==> src/rtl/multicycle_ctrl.sv <==
// Multi-cycle FETCH/DECODE/EXEC/MEM/WB sequencer for the shared-ALU RV32I datapath.
// Define CTRL_ILLEGAL_TRAP_EN to trap unrecognised opcodes instead of executing them as FENCE.
module multicycle_ctrl #(
   parameter int TIMEOUT_CYCLES = 255
) (
   input  logic       clk,
   input  logic       rst_n,
   input  logic [6:0] opcode,
   input  logic       branch_taken,
   input  logic       imem_ready,
   input  logic       dmem_ready,
   output logic       imem_req,
   output logic       dmem_req,
   output logic       dmem_we,
   output logic       ir_we,
   output logic       pc_we,
   output logic [1:0] pc_sel,
   output logic       reg_we,
   output logic [1:0] wb_sel,
   output logic       alu_a_sel,
   output logic       alu_b_sel,
   output logic [1:0] alu_op_sel,
   output logic       retired,
   output logic       halted,
   output logic [1:0] trap_cause,
   output logic [2:0] state_dbg
);

   typedef enum logic [2:0] {
      S_FETCH  = 3'd0,
      S_DECODE = 3'd1,
      S_EXEC   = 3'd2,
      S_MEM    = 3'd3,
      S_WB     = 3'd4,
      S_TRAP   = 3'd5
   } state_t;

   typedef enum logic [3:0] {
      C_OP, C_OPIMM, C_LUI, C_AUIPC, C_LOAD, C_STORE,
      C_BRANCH, C_JAL, C_JALR, C_FENCE, C_SYSTEM, C_ILL
   } cls_t;

   localparam logic [7:0] TMO_LAST = 8'(TIMEOUT_CYCLES - 1);

   state_t     state, state_nxt;
   cls_t       cls, cls_nxt;
   logic [7:0] cnt, cnt_nxt;
   logic [1:0] cause, cause_nxt;

   function automatic cls_t classify(input logic [6:0] op);
      case (op)
         7'b0110011: classify = C_OP;
         7'b0010011: classify = C_OPIMM;
         7'b0110111: classify = C_LUI;
         7'b0010111: classify = C_AUIPC;
         7'b0000011: classify = C_LOAD;
         7'b0100011: classify = C_STORE;
         7'b1100011: classify = C_BRANCH;
         7'b1101111: classify = C_JAL;
         7'b1100111: classify = C_JALR;
         7'b0001111: classify = C_FENCE;
         7'b1110011: classify = C_SYSTEM;
         default:    classify = C_ILL;
      endcase
   endfunction

   always_ff @(posedge clk or negedge rst_n) begin
      if (!rst_n) begin
         state <= S_FETCH;
         cls   <= C_OP;
         cnt   <= '0;
         cause <= '0;
      end else begin
         state <= state_nxt;
         cls   <= cls_nxt;
         cnt   <= cnt_nxt;
         cause <= cause_nxt;
      end
   end

   assign state_dbg  = state;
   assign trap_cause = cause;

   // Everything is held at zero while rst_n is low, so an aborted access leaves no stray strobe.
   always_comb begin
      state_nxt  = state;
      cls_nxt    = cls;
      cnt_nxt    = '0;
      cause_nxt  = cause;
      imem_req   = 1'b0;
      dmem_req   = 1'b0;
      dmem_we    = 1'b0;
      ir_we      = 1'b0;
      pc_we      = 1'b0;
      pc_sel     = 2'd0;
      reg_we     = 1'b0;
      wb_sel     = 2'd0;
      alu_a_sel  = 1'b0;
      alu_b_sel  = 1'b0;
      alu_op_sel = 2'd0;
      retired    = 1'b0;
      halted     = 1'b0;
      if (rst_n) begin
         case (state)
            S_FETCH: begin
               imem_req = 1'b1;
               if (imem_ready) begin
                  ir_we     = 1'b1;
                  state_nxt = S_DECODE;
               end else begin
                  cnt_nxt = cnt + 8'd1;
                  if (cnt == TMO_LAST) begin
                     state_nxt = S_TRAP;
                     cause_nxt = 2'd2;
                  end
               end
            end
            S_DECODE: begin
               cls_nxt   = classify(opcode);
               state_nxt = S_EXEC;
`ifdef CTRL_ILLEGAL_TRAP_EN
               if (classify(opcode) == C_ILL) begin
                  state_nxt = S_TRAP;
                  cause_nxt = 2'd1;
               end
`endif
            end
            S_EXEC: begin
               state_nxt = S_WB;
               case (cls)
                  C_OP:    alu_op_sel = 2'd1;
                  C_OPIMM: begin
                     alu_op_sel = 2'd1;
                     alu_b_sel  = 1'b1;
                  end
                  C_LUI:   alu_b_sel = 1'b1;
                  C_AUIPC: begin
                     alu_a_sel = 1'b1;
                     alu_b_sel = 1'b1;
                  end
                  C_LOAD, C_STORE: begin
                     alu_b_sel = 1'b1;
                     state_nxt = S_MEM;
                  end
                  C_BRANCH: begin
                     alu_op_sel = 2'd2;
                     pc_we      = 1'b1;
                     pc_sel     = branch_taken ? 2'd1 : 2'd0;
                     retired    = 1'b1;
                     state_nxt  = S_FETCH;
                  end
                  C_JAL, C_JALR: state_nxt = S_WB;
                  C_SYSTEM: begin
                     state_nxt = S_TRAP;
                     cause_nxt = 2'd3;
                  end
                  default: begin
                     pc_we     = 1'b1;
                     retired   = 1'b1;
                     state_nxt = S_FETCH;
                  end
               endcase
            end
            S_MEM: begin
               dmem_req = 1'b1;
               dmem_we  = (cls == C_STORE);
               if (dmem_ready) begin
                  if (cls == C_STORE) begin
                     pc_we     = 1'b1;
                     retired   = 1'b1;
                     state_nxt = S_FETCH;
                  end else begin
                     state_nxt = S_WB;
                  end
               end else begin
                  cnt_nxt = cnt + 8'd1;
                  if (cnt == TMO_LAST) begin
                     state_nxt = S_TRAP;
                     cause_nxt = 2'd2;
                  end
               end
            end
            S_WB: begin
               reg_we    = 1'b1;
               pc_we     = 1'b1;
               retired   = 1'b1;
               wb_sel    = (cls == C_LOAD) ? 2'd1 :
                           (cls == C_JAL || cls == C_JALR) ? 2'd2 : 2'd0;
               pc_sel    = (cls == C_JAL) ? 2'd1 : (cls == C_JALR) ? 2'd2 : 2'd0;
               state_nxt = S_FETCH;
            end
            S_TRAP: halted = 1'b1;
            default: state_nxt = S_FETCH;
         endcase
      end
   end

endmodule
==> config.mk <==
export PLATFORM = sky130hd
export DESIGN_NAME = multicycle_ctrl
export DESIGN_NICKNAME = d
export VERILOG_FILES = /design/src/rtl/multicycle_ctrl.sv
export SDC_FILE = /design/constraint.sdc
export NUM_CORES = 1
export LEC_CHECK = 0
export CAP_MARGIN = 25
export CELL_PAD_IN_SITES_DETAIL_PLACEMENT = 1
export CELL_PAD_IN_SITES_GLOBAL_PLACEMENT = 2
export CORE_MARGIN = 10
export CORE_UTILIZATION = 28
export CTS_BUF_LIST = sky130_fd_sc_hd__clkbuf_16
export CTS_CLUSTER_DIAMETER = 120
export DETAILED_ROUTE_END_ITERATION = 16
export HOLD_SLACK_MARGIN = 0.1
export PLACE_DENSITY_LB_ADDON = 0.1
export SLEW_MARGIN = 25
export SYNTH_ARGS = -nofsm -noshare
export SYNTH_HDL_FRONTEND = slang
export SYNTH_SLANG_ARGS = --single-unit
==> constraint.sdc <==
create_clock -name clk -period 2.4 [get_ports clk]
set_input_delay 0.36 -clock clk [delete_from_list [all_inputs] [get_ports clk]]
set_output_delay 0.36 -clock clk [all_outputs]
set_load 0.05 [all_outputs]
==> impl_metrics.csv, run 1 <==
group,metric,value,unit
synth,synthFlopType,"sky130_fd_sc_hd__dfrtp_1",
cts,path_clk_slew,50,ps
final_layout,layout_overhead_on_the_synthesized_area,53.43,%
setup_path,timing.setup.critical_path_class,"input pin to primary output",
cts,cts_num_sinks,17,
power,switching_share,0.4640,
detailed_routing,detail-route-antenna-nets,0,
cts,max-clock-path-buffers,2,
timing,fin_worst_hold_slack,487.0,ps
timing,totalNegativeSetupSlack,0,ps
floorplan,die_area,0.007745,mm²
synth,ys_async_sr_fraction,1.000,
final_layout,final_cell_area,0.001987,mm²
setup_path,worst_setup_path_start_kind,"input pin",
synth,synth-edff-count,0,
global_route,grt_remaining_overflow,0,
floorplan,core-area,0.004414,mm²
setup_path,timing.critical_path.cells,"clkdlybuf4s50_1, nand2_1, or4_4, a211oi_2, buf_12",
setup_path,slowest_cp_cell,"sky130_fd_sc_hd__clkdlybuf4s50_1",
timing,unrepaired_setup_endpoints_after_global_routing,"no",
timing,worst-slew-pin-transition,501.8,ps
timing,clock-skew-final,3.784,ps
flow_run,max-cap-violations,0,
timing,worst_slew_margin_rel,0.6644,
timing,finalHoldViolCount,0,
power,combinationalPowerShare,0.583,
min_path,min_path_type,"register to register",
setup_path,launch_point_of_the_worst_reg_to_reg_path,"state_dbg[0]$_DFFE_PN0P_",
timing,timing.fmax,0.4304,GHz
placement,place.detailed.hpwl,3.457,mm
timing,finalMaxSlewViolations,0,
placement,portBuffers,32,
detailed_routing,drt_first_iter_violations,91,
floorplan,io-pin-count,33,
synth,yosys_register_bits,17,
detailed_routing,top_layer_used,"met4",
detailed_routing,number_of_vias_in_the_routed_layout,1322,
global_route,grt_util_all_layers,0.1139,
synth,synth_area,0.001295,mm²
setup_path,ff_to_ff_path_depth,4,
min_path,min_from,"trap_cause[1]$_DFFE_PN0P_",
synth,synthesis.nets,175,
synth,synth_area_per_cell,8.043,µm²
power,seq_power_share,0.246,
min_path,hold-path-cell-count,1,
global_route,grt_pass1_wl,7.231,mm
setup_path,required,2040,ps
min_path,min_delay_worst_endpoint,"trap_cause[1]$_DFFE_PN0P_",
detailed_routing,routed_via_density,5.267,
detailed_routing,wl_met1,1.929,mm
floorplan,rows,24,
detailed_routing,avgRoutedWirePerCell,16.75,µm
synth,synth_cell_types,47,
setup_path,regToRegEndpoint,"cls[0]$_DFFE_PN0P_",
synth,synth.yosys.seq_area_share,0.3285,
cts,clk_root_buffer_cell,"sky130_fd_sc_hd__clkbuf_16",
cts,cts-hold-fix-buffers,0,
global_route,antenna_found_initial,0,
setup_path,timing.reg2reg.setup_slack,560,ps
power,p_leak,0.8064,nW
global_route,grt_max_degree,13,
final_layout,antenna_cells_inserted,0,
final_layout,final_net_count,214,
cts,clock_latency,250,ps
power,power.clock.fraction,0.171,
detailed_routing,detailroute.wirelength.met2,2.072,mm
floorplan,fp.dieH,88.01,µm
timing,setup-violations-final,0,
placement,weighted_congestion_at_the_end_of_routability_driven_global_placement,0.8137,
timing,final_period_minus_worst_setup_slack,2323,ps
detailed_routing,met3_wirelength,189,µm
timing,final.period_utilization,0.9680,
cts,number_of_buffers_created_by_cts,3,
setup_path,crit_path_max_fanout,4,
power,p_per_area,977.3,mW/mm²
outcome,run_status,"complete, no violations",
floorplan,die_w,88.01,µm
final_layout,fillerInstances,517,
global_route,grt_pass1_vias,1371,
placement,detailed_place.area,0.001904,mm²
power,p_int,1.041,mW
setup_path,setup.worst_path.end_class,"primary output",
detailed_routing,drtPass1Iterations,4,
detailed_routing,drt-total-wl,4.205,mm
power,max_ir_drop_vdd,0.4319,mV
power,p_total,1.942,mW
power,total_switching_power,0.9011,mW
detailed_routing,drcViolationCount,0,
setup_path,cp.arrival,1960,ps
cts,clock_tree_from_tritoncts,"built",
synth,cells_after_synthesis,161,
cts,cts-htree-levels,1,
floorplan,initial_utilization,0.2934,
setup_path,critPathMaxStageDelay,550,ps
synth,yosys_warnings,0,
final_layout,layout_cells_sized_above_1,0.2412,
[worst max path at each step]
stage                              from   endpoint
3_5_place_dp                      rst_n  alu_b_sel
3_3_place_gp                      rst_n  alu_b_sel
6_report                          rst_n  alu_b_sel
5_1_grt              cls[1]$_DFFE_PN0P_    retired
4_1_cts              cls[1]$_DFFE_PN0P_    retired
2_1_floorplan  state_dbg[1]$_DFFE_PN0P_    retired
[per-layer routing]
layer	vias up	GRT usage
li1	661	-
met1	639	0.1453
met2	20	0.1858
met3	2	0.03621
met4	0	0.01739
met5	-	0
[worst max-delay path, delay by kind of cell]
family	cells	cell delay (ps)
buffers and inverters	2	730
AO/OA/AOI/OAI	1	300
AND/OR/NAND/NOR	2	580
[power by group through the flow]
stage / sequential (mW) / combinational [mW] / clock [mW]
floorplan: 0.518 / 0.675 / 0
global placement: 0.479 / 1.12 / 0
detailed placement: 0.481 / 1.14 / 0
CTS: 0.479 / 1.14 / 0.341
global route: 0.498 / 1.22 / 0.355
finish: 0.477 / 1.13 / 0.332
[state kept, by name, summed over array words and instances (netlist names)]
register	cells
cls	4
cnt	8
state_dbg	3
trap_cause	2
[cell usage in the layout (no fill, tap or decap), types with 2 or more instances in the layout]
cell / n
sky130_fd_sc_hd__clkbuf_16: 3
sky130_fd_sc_hd__or4_1: 2
sky130_fd_sc_hd__nand2b_1: 6
sky130_fd_sc_hd__clkdlybuf4s50_1: 16
sky130_fd_sc_hd__o22a_1: 2
sky130_fd_sc_hd__nand3_1: 11
sky130_fd_sc_hd__nand2_1: 15
sky130_fd_sc_hd__a21oi_1: 4
sky130_fd_sc_hd__o21bai_1: 2
sky130_fd_sc_hd__a211oi_2: 2
sky130_fd_sc_hd__o2111ai_1: 2
sky130_fd_sc_hd__xor2_1: 3
sky130_fd_sc_hd__buf_12: 16
sky130_fd_sc_hd__nor3_1: 6
sky130_fd_sc_hd__inv_2: 2
sky130_fd_sc_hd__dfrtp_1: 15
sky130_fd_sc_hd__and3_1: 5
sky130_fd_sc_hd__buf_4: 11
sky130_fd_sc_hd__nor3_2: 3
sky130_fd_sc_hd__nor2_1: 22
sky130_fd_sc_hd__nor4bb_1: 2
sky130_fd_sc_hd__ha_1: 2
sky130_fd_sc_hd__a31oi_1: 3
sky130_fd_sc_hd__inv_1: 6
sky130_fd_sc_hd__dfrtp_2: 2
sky130_fd_sc_hd__nor2b_1: 2
sky130_fd_sc_hd__o21ai_0: 5
sky130_fd_sc_hd__xnor2_1: 3
sky130_fd_sc_hd__a21o_1: 3
[final cells by class]
type,instances,area (µm²),share of cell area
inverter,8,30.03,0.01511
clock buffer,3,75.07,0.03778
tap,52,65.06,0.03275
clock inverter,1,5.005,0.002519
multi-input combinational,127,820.8,0.4131
sequential,17,427.9,0.2154
timing repair buffer,43,563.0,0.2834
[kinds of logic after synthesis]
family,share of synthesized area
AO/OA/AOI/OAI,0.1836
multiplexers,0.01642
adder cells (fa/ha/maj),0.01932
buffers and inverters,0.07536
XOR/XNOR,0.04059
flip-flops,0.3285
AND/OR/NAND/NOR,0.3362
[metrics by stage]
| stage | util | setup WS [ps] | instances |
|---|---|---|---|
| 6_report | 0.4501 | 76.83 | 251 |
| 5_1_grt | 0.4501 | 10.08 | 251 |
| 4_1_cts | 0.4498 | 12.72 | 251 |
| 3_5_place_dp | 0.4314 | 78.83 | 247 |
| 3_3_place_gp | 0.4314 | 100.9 | 247 |
| 2_1_floorplan | - | -314.8 | 161 |
[Yosys cell counts, types with 2 or more instances]
library cell                instances  area (µm²)
sky130_fd_sc_hd__and3_1             5       31.28
sky130_fd_sc_hd__buf_6              2       22.52
sky130_fd_sc_hd__o21ai_0            5       25.02
sky130_fd_sc_hd__buf_4              4       30.03
sky130_fd_sc_hd__a21o_1             3       22.52
sky130_fd_sc_hd__o21bai_1           2       15.01
sky130_fd_sc_hd__nand2_1           15       56.30
sky130_fd_sc_hd__inv_1              6       22.52
sky130_fd_sc_hd__nor4_1             2       12.51
sky130_fd_sc_hd__o2111ai_1          2       17.52
sky130_fd_sc_hd__o22a_1             2       17.52
sky130_fd_sc_hd__nand2b_1           6       37.54
sky130_fd_sc_hd__a211oi_1           2       15.01
sky130_fd_sc_hd__ha_1               2       25.02
sky130_fd_sc_hd__a21oi_1            4       20.02
sky130_fd_sc_hd__nand3_1           11       55.05
sky130_fd_sc_hd__dfrtp_1           17       425.4
sky130_fd_sc_hd__nor3_1             9       45.04
sky130_fd_sc_hd__a31oi_1            3       18.77
sky130_fd_sc_hd__xnor2_1            3       26.28
sky130_fd_sc_hd__nor2b_1            2       12.51
sky130_fd_sc_hd__nor2_1            22       82.58
sky130_fd_sc_hd__or4_1              2       15.01
sky130_fd_sc_hd__inv_2              2       7.510
sky130_fd_sc_hd__xor2_1             3       26.28
sky130_fd_sc_hd__buf_2              3       15.01
sky130_fd_sc_hd__nor4bb_1           2       20.02
[repair_timing]
action	4_1_cts	5_1_grt
gates resized for setup	1	1
setup buffers	0	0
pin swaps	0	1
endpoints found under the setup margin	2	2
Power figures use the tool's default switching activity.
==> run 2, diff against run 1 <==
CORE_MARGIN = 1.5   (was 10)
==> run 2 against run 1 <==
  * Maximum frequency is 0.19% higher
  * Non-clock buffer count is 5 higher
  * Global-route usage increased by 5.0 points
  * Final area is 2.0% higher
  * Cell count up 2.0%
  * Hold slack improved by 3.2 ps
  * Clock-buffer cell count unchanged
  * Die area decreased by 35%
  * Clock skew is 1.9 ps lower
  * Clock power barely moved
  * Sequential cell count did not move
  * First-iteration DRC count shrank 66%
  * Critical path type is now register to primary output
  * Critical endpoint is now pc_we
==> impl_metrics.csv, run 2 (synthesized netlist as in run 1, its figures left out) <==
group,metric,value,unit
outcome,run_status,"complete, no violations",
final_layout,final_cell_mix,"sky130_fd_sc_hd__nor2_1 (22), sky130_fd_sc_hd__clkdlybuf4s50_1 (16), sky130_fd_sc_hd__buf_12 (16), sky130_fd_sc_hd__buf_4 (16), sky130_fd_sc_hd__nand2_1 (15)",
final_layout,finish.cell_count_without_fillers,256,
cts,clock_latency,250,ps
timing,worst_slew_margin_rel,0.6663,
final_layout,top_reg_by_flops,"cnt",
detailed_routing,drt_first_iter_violations,31,
setup_path,worst_setup_path_start_kind,"register",
min_path,min_path_type,"register to register",
setup_path,required,2040,ps
timing,final_period_minus_worst_setup_slack,2319,ps
detailed_routing,drtPass1Iterations,4,
timing,fin_worst_hold_slack,490.2,ps
timing,clock-skew-final,1.873,ps
global_route,grt_pass1_wl,6.727,mm
power,p_total,1.964,mW
detailed_routing,routed_via_density,5.262,
global_route,grt_pass1_vias,1372,
timing,finalMaxSlewViolations,0,
floorplan,initial_utilization,0.2934,
setup_path,setup.worst_path.start,"cls[1]$_DFFE_PN0P_",
placement,portBuffers,32,
detailed_routing,drt-total-wl,3.893,mm
timing,finalHoldViolCount,0,
global_route,grt_util_all_layers,0.1642,
setup_path,ff_to_ff_path_depth,4,
power,p_per_area,969.7,mW/mm²
timing,timing.fmax,0.4313,GHz
floorplan,core-area,0.004414,mm²
timing,setup-violations-final,0,
final_layout,layout_cells_sized_above_1,0.2647,
floorplan,rows,24,
detailed_routing,detail-route-antenna-nets,0,
cts,clk_root_buffer_cell,"sky130_fd_sc_hd__clkbuf_16",
setup_path,crit_end,"pc_we",
setup_path,crit_path_max_fanout,7,
timing,totalNegativeSetupSlack,0,ps
final_layout,layout_overhead_on_the_synthesized_area,56.42,%
setup_path,setup.worst_path.end_class,"primary output",
final_layout,layout_commonest_cell,"sky130_fd_sc_hd__nor2_1",
setup_path,timing.setup.critical_path_class,"register to primary output",
global_route,grt_max_degree,13,
detailed_routing,avgRoutedWirePerCell,15.21,µm
cts,path_clk_slew,50,ps
placement,place.detailed.hpwl,3.131,mm
placement,weighted_congestion_at_the_end_of_routability_driven_global_placement,0.8952,
cts,clock_tree_from_tritoncts,"built",
power,max_ir_drop_vdd,0.3936,mV
timing,worst-slew-pin-transition,499.0,ps
floorplan,die_area,0.005042,mm²
setup_path,cp.arrival,1960,ps
global_route,grt_remaining_overflow,0,
floorplan,io-pin-count,33,
placement,placedCellCount,247,
cts,cts_num_sinks,17,
floorplan,fp.dieH,71.01,µm
setup_path,launch_point_of_the_worst_reg_to_reg_path,"state_dbg[0]$_DFFE_PN0P_",
flow_run,max-cap-violations,0,
timing,final.period_utilization,0.9662,
final_layout,largest_register_ffs,8,
timing,unrepaired_setup_endpoints_after_global_routing,"no",
setup_path,timing.reg2reg.setup_slack,570,ps
detailed_routing,drcViolationCount,0,
final_layout,final_net_count,219,
final_layout,antenna_cells_inserted,0,
cts,cts-htree-levels,1,
power,p_leak,0.8294,nW
cts,cts-hold-fix-buffers,0,
cts,max-clock-path-buffers,2,
floorplan,die_w,71.01,µm
setup_path,regToRegEndpoint,"cls[1]$_DFFE_PN0P_",
cts,number_of_buffers_created_by_cts,3,
detailed_routing,number_of_vias_in_the_routed_layout,1347,
global_route,antenna_found_initial,0,
run 2: metrics by stage:
| step | util | instance area (µm²) | setup WS [ps] |
|---|---|---|---|
| detailed placement | 0.4314 | 1904 | 98.19 |
| finish | 0.4589 | 2026 | 81.20 |
| CTS | 0.4498 | 1986 | 48.17 |
| global route | 0.4589 | 2026 | 3.711 |
| floorplan | - | 1344 | -314.8 |
| global placement | 0.4314 | 1904 | 102.0 |
run 2: worst max-delay path, cell delays in order (launching register included):
cell	delay, ps
sky130_fd_sc_hd__dfrtp_2	450
sky130_fd_sc_hd__or3b_4	420
sky130_fd_sc_hd__nor2_2	120
sky130_fd_sc_hd__a31oi_1	130
sky130_fd_sc_hd__a311oi_4	400
sky130_fd_sc_hd__buf_12	190
run 2: layer usage:
metal	GRT usage	vias up	part of all wire
met3	0.03846	2	0.039
met2	0.2669	25	0.48
li1	-	677	-
met1	0.2276	643	0.48
met4	0.02516	0	0.0031
met5	0	-	0
run 2: area by class of cell:
class                      count  area, µm²
sequential                    17      429.2
inverter                       8      30.03
timing repair buffer          48      600.6
multi-input combinational    127      820.8
clock buffer                   3      75.07
fill                         504       2389
tap                           52      65.06
clock inverter                 1      5.005
run 2: how the worst min path moves through the flow:
stage / from / endpoint / slack [ps] / depth (start not counted)
after floorplan: rst_n / cls[0]$_DFFE_PN0P_ / 60 / 0
after global placement: cnt[0]$_DFF_PN0_ / cnt[0]$_DFF_PN0_ / 470 / 1
after detailed placement: trap_cause[1]$_DFFE_PN0P_ / trap_cause[1]$_DFFE_PN0P_ / 490 / 1
after CTS: trap_cause[1]$_DFFE_PN0P_ / trap_cause[1]$_DFFE_PN0P_ / 500 / 1
after global routing: cnt[0]$_DFF_PN0_ / cnt[0]$_DFF_PN0_ / 520 / 1
final: trap_cause[1]$_DFFE_PN0P_ / trap_cause[1]$_DFFE_PN0P_ / 490 / 1
run 2: report_power, final:
part	total, mW	leakage [nW]	internal [mW]	switching [mW]
Clock	0.335	0.0409	0.223	0.112
Sequential	0.463	0.215	0.357	0.106
Combinational	1.17	0.573	0.477	0.689
Total	1.96	0.829	1.06	0.907
run 2: repair_timing:
action | CTS | global route
pin swaps | 1 | 2
buffers inserted | 0 | 5
gates cloned | 0 | 0
setup endpoints to repair | 2 | 2
gates resized for setup | 1 | 2
